[src/rtl/ex_mem_stage.sv]
// ex_mem_stage: execute/memory pipeline stage with a blocking data-memory handshake.
// ALU-only instructions produce write-back one cycle after accept. Aligned loads and
// stores go to WAIT until the memory acknowledges. Misaligned memory ops produce a
// one-cycle misalign pulse and do not issue a request.
//
// Handshake: an instruction is taken on a rising edge where in_valid & in_ready.
// in_valid while in_ready=0 is ignored. mem_req is held, with constant addr/data/we,
// until a one-cycle mem_ack is sampled. A mem_ack outside WAIT is ignored.
//
// Optional feature: define EXMEM_FWD_EN to drive the fwd_* outputs from the
// write-back result. Without it, fwd_* are tied to zero.
// o_dbg_state exposes the FSM state for observation.
module ex_mem_stage (
  input  logic        clk,
  input  logic        reset,
  input  logic        in_valid,
  input  logic [31:0] in_ALU,
  input  logic [31:0] in_dato_registro,
  input  logic [4:0]  in_sel_reg,
  input  logic        MEM_READ,
  input  logic        MEM_WRITE,
  input  logic        REG_WRITE,
  output logic        in_ready,
  output logic        mem_req,
  output logic        mem_we,
  output logic [31:0] mem_addr,
  output logic [31:0] mem_wdata,
  input  logic [31:0] mem_rdata,
  input  logic        mem_ack,
  output logic        wb_valid,
  output logic        wb_reg_write,
  output logic [4:0]  wb_reg,
  output logic [31:0] wb_data,
  output logic        misalign,
  output logic        fwd_valid,
  output logic [4:0]  fwd_reg,
  output logic [31:0] fwd_data,
  output logic [1:0]  o_dbg_state
);

  typedef enum logic [1:0] {
    S_IDLE = 2'd0,
    S_WAIT = 2'd1,
    S_DONE = 2'd2
  } state_t;

  state_t      r_state;
  state_t      w_next;
  state_t      w_accept_dest;

  logic [31:0] r_addr;
  logic [31:0] r_wdata;
  logic [4:0]  r_reg;
  logic        r_we;
  logic        r_mis;
  logic        r_wb_regw;
  logic [31:0] r_wb_data;

  logic        w_ready;
  logic        w_accept;
  logic        w_is_mem;
  logic        w_mis;

  assign w_ready  = (r_state != S_WAIT);
  assign w_accept = in_valid & w_ready;
  assign w_is_mem = MEM_READ | MEM_WRITE;
  assign w_mis    = w_is_mem & (in_ALU[1:0] != 2'b00);

  // Where a freshly accepted instruction goes: aligned memory ops wait, all else completes.
  always_comb begin
    w_accept_dest = S_DONE;
    if (w_is_mem && !w_mis) w_accept_dest = S_WAIT;
  end

  // Next-state logic. DONE is always a single cycle unless a new instruction is taken.
  always_comb begin
    w_next = r_state;
    case (r_state)
      S_IDLE:  if (w_accept) w_next = w_accept_dest;
      S_WAIT:  if (mem_ack) w_next = S_DONE;
      S_DONE:  w_next = w_accept ? w_accept_dest : S_IDLE;
      default: w_next = S_IDLE;
    endcase
  end

  // State register. Reset wins over accept and mem_ack.
  always_ff @(posedge clk) begin
    if (reset) r_state <= S_IDLE;
    else       r_state <= w_next;
  end

  // Latch the instruction on accept. Capture load data when the memory acknowledges.
  always_ff @(posedge clk) begin
    if (reset) begin
      r_addr    <= 32'd0;
      r_wdata   <= 32'd0;
      r_reg     <= 5'd0;
      r_we      <= 1'b0;
      r_mis     <= 1'b0;
      r_wb_regw <= 1'b0;
      r_wb_data <= 32'd0;
    end else if (w_accept) begin
      r_addr    <= in_ALU;
      r_wdata   <= in_dato_registro;
      r_reg     <= in_sel_reg;
      r_we      <= MEM_WRITE;
      r_mis     <= w_mis;
      // Stores (including read+write) and misaligned ops never write; r0 is never written.
      r_wb_regw <= REG_WRITE & ~MEM_WRITE & ~w_mis & (in_sel_reg != 5'd0);
      r_wb_data <= in_ALU;
    end else if ((r_state == S_WAIT) && mem_ack && !r_we) begin
      r_wb_data <= mem_rdata;
    end
  end

  assign in_ready     = w_ready;
  assign mem_req      = (r_state == S_WAIT);
  assign mem_we       = mem_req & r_we;
  assign mem_addr     = r_addr;
  assign mem_wdata    = r_wdata;
  assign wb_valid     = (r_state == S_DONE);
  assign wb_reg_write = wb_valid & r_wb_regw;
  assign wb_reg       = r_reg;
  assign wb_data      = r_wb_data;
  assign misalign     = wb_valid & r_mis;
  assign o_dbg_state  = r_state;

`ifdef EXMEM_FWD_EN
  assign fwd_valid = wb_valid & wb_reg_write;
  assign fwd_reg   = wb_reg;
  assign fwd_data  = wb_data;
`else
  assign fwd_valid = 1'b0;
  assign fwd_reg   = 5'd0;
  assign fwd_data  = 32'd0;
`endif

endmodule

[config.mk]
export PLATFORM = sky130hd
export DESIGN_NAME = ex_mem_stage
export DESIGN_NICKNAME = d
export VERILOG_FILES = /design/src/rtl/ex_mem_stage.sv
export SDC_FILE = /design/constraint.sdc
export NUM_CORES = 1
export LEC_CHECK = 0
export ABC_AREA = 1
export BUFFER_PORTS_ARGS = -buffer_cell sky130_fd_sc_hd__buf_2
export CAP_MARGIN = 20
export CELL_PAD_IN_SITES_DETAIL_PLACEMENT = 0
export CELL_PAD_IN_SITES_GLOBAL_PLACEMENT = 1
export CORE_UTILIZATION = 32
export DETAILED_ROUTE_END_ITERATION = 10
export PLACE_DENSITY = 0.85
export SLEW_MARGIN = 20
export SYNTH_ARGS = -nofsm -noshare
export SYNTH_HDL_FRONTEND = slang
export SYNTH_SLANG_ARGS = --single-unit
[constraint.sdc]
create_clock -name clk -period 3.8 [get_ports clk]
set_clock_uncertainty 0.05 [all_clocks]
set_input_delay 0.38 -clock clk [delete_from_list [all_inputs] [get_ports clk]]
set_output_delay 0.38 -clock clk [all_outputs]
set_load 0.005 [all_outputs]
==> impl_metrics.tcl <==
set metrics [dict create \
    final_max_slew_viol_count 0 \
    drv_cap 0 \
    fmaxAchievable_ghz 0.489 \
    initial_core_util_pct 33.4 \
    cts_setup_buffers 0 \
    setup_tns_ns 0 \
    synthFlopType "dfxtp_1" \
    vdd_ir_drop_max_uv 189 \
    reg2reg_depth 8 \
    dp_cells 989 \
    cp.arrival_ns 2.28 \
    period_share_pct 53.9 \
    clk_pin_slew_ns 0.07 \
    nets 932 \
    avgSynthCellArea_sq_um 7.13 \
    synth.distinct_cells 23 \
    slowest_delay_ns 0.51 \
    startpoint_type "flip-flop" \
    power_density_nw_per_um2 438 \
    cts_buffers 9 \
    cp_max_fo 33 \
    grt_pass1_vias 3867 \
    synth_edf_count 0 \
    insertedDiodeCount 0 \
    synth_cells 631 \
    wl_um 12500 \
    hold_path.class "input pin to flip-flop" \
    setup_viol 0 \
    cts_hold_buf 0 \
    rsz0062_at_grt "false" \
    critPathCaptureType "flip-flop" \
    clock_sinks 106 \
    drive_gt1_share_pct 29.6 \
    die_w_um 121 \
    dp_hpwl_um 8590 \
    drt_first_iter_violations 219 \
    min_to "mem_wdata[15]" \
    worstHoldStart "in_dato_registro[15]" \
    gp_congestion 0.764 \
    layout_commonest_cell "buf_2" \
    via_count 4369 \
    drcViolationCount 0 \
    clk_path_buf_depth 2 \
    p_leak_nw 3.11 \
    cts_resized 0 \
    synth.yosys.seq_area_share_pct 47.2 \
    postRouteAntennaNets 0 \
    hold_depth 3 \
    r2r_start "o_dbg_state[0]" \
    portBuffers 216 \
    grt_usage_pct 17.0 \
    wl_per_cell_um 12.4 \
    grt_max_degree 73 \
    crit_required_ns 4.03 \
    synth_warnings 0 \
    via_per_inst 4.35 \
    fin_cells 1005 \
    tritoncts "yes" \
    critical_path_class "flip-flop to flip-flop" \
    ys_seq_elements 106 \
    htreeDepth 3 \
    core-area_sq_um 13500 \
    antenna_found_initial 0 \
    insertion_delay_ns 0.35 \
    hold_viol 0 \
    die_area_sq_um 14500 \
    area_growth_pct 30.1 \
    fin_util_pct 43.5 \
    firstDrtPassIters 4 \
    timing.rr.end "wb_data[8]" \
    r2r_setup_slack_ns 1.75 \
    status "finished, final reports clean" \
    die_y_um 121 \
    tightest_slew_ns 0.790 \
    rows 42 \
    cp_cell_sequence "inv_2 -> nor2_4 -> nand3_2 -> buf_4 -> and2_1 -> buf_4 -> nor2_1 -> nor2_1" \
    cts_root_buffer "clkbuf_16" \
    grt-ovfl-total 0 \
    synth_async_sr_flop_share_pct 0 \
    grt_pass1_wl_um 19300 \
    cp_slowest_cell "and2_1" \
    layout_common_cells "buf_2 (216), nand2_1 (168), nor2_1 (147)" \
    pin_count 255 \
    period_minus_slack_ns 2.05 \
    syn_area_sq_um 4500 \
    slew_headroom_pct 47.3 \
]
[per-stage QoR]
stage / power [mW] / hold slack [ns] / setup slack, ns / instance area (sq um)
2_1_floorplan: 1.50 / 0.377 / 2.42 / 4640
5_1_grt: 2.71 / 0.222 / 1.51 / 5850
4_1_cts: 2.60 / 0.215 / 1.70 / 5850
6_report: 2.56 / 0.226 / 1.75 / 5850
3_5_place_dp: 1.66 / 0.402 / 1.63 / 5560
3_3_place_gp: 1.66 / 0.400 / 1.57 / 5540
[report_power, final]
| part | internal, mW | switching (mW) | leakage [nW] | total [mW] |
|---|---|---|---|---|
| registers | 1.19 | 0.0358 | 0.878 | 1.23 |
| clock network | 0.512 | 0.418 | 0.139 | 0.931 |
| logic | 0.177 | 0.226 | 2.09 | 0.404 |
[worst max-delay path, delay by kind of cell (launching register included)]
kind	cells	cell delay, ns
flip-flops	1	0.35
AND/OR/NAND/NOR	5	0.78
buffers and inverters	3	0.78
[final cells by class]
cell class                 instances  area, sq um
multi-input combinational        470         2020
tap                              176          220
clock inverter                     6         67.6
inverter                          15         56.3
sequential                       106         2120
timing repair buffer             222         1140
fill                            1504         7600
clock buffer                      10          229
[layer usage]
| metal | up-vias | GRT usage, % | part of all wire, % |
|---|---|---|---|
| met5 | - | 0 | 0 |
| met4 | 0 | 5.86 | 1.7 |
| met3 | 17 | 4.48 | 7.2 |
| met2 | 156 | 29.0 | 48 |
| met1 | 1908 | 20.6 | 43 |
| li1 | 2288 | - | - |
[cell families (layout without fill, tap and decap cells)]
logic type | count (synthesis) | in the layout | synth area share, %
and+or+nand+nor | 357 | 357 | 33.2
DFF | 106 | 106 | 47.2
AOI/OAI and AO/OA | 75 | 75 | 8.34
buffers and inverters | 92 | 253 | 11.2
other | 1 | 38 | 0.0834
[how the worst max path moves through the flow]
stage / slack, ns / startpoint / to
after floorplan: 2.42 / o_dbg_state[0] / wb_data[10]
after global placement: 1.57 / reset / r_we
after detailed placement: 1.63 / reset / wb_reg[3]
after CTS: 1.70 / o_dbg_state[0] / wb_data[17]
after global routing: 1.51 / o_dbg_state[0] / wb_data[19]
final: 1.75 / o_dbg_state[0] / wb_data[8]
[synth_stat cells (2+ instances only)]
cell type	number	share of area, %
a21oi_1	37	4.1
buf_1	3	0.25
buf_2	13	1.4
buf_4	38	6.3
clkbuf_1	22	1.8
dfxtp_1	106	47
inv_1	13	1.1
nand2_1	168	14
nand2_2	2	0.28
nand3_1	2	0.22
nand3b_1	32	5.3
nor2_1	147	12
o21ai_0	38	4.2
(Power assumes the default switching activity.)
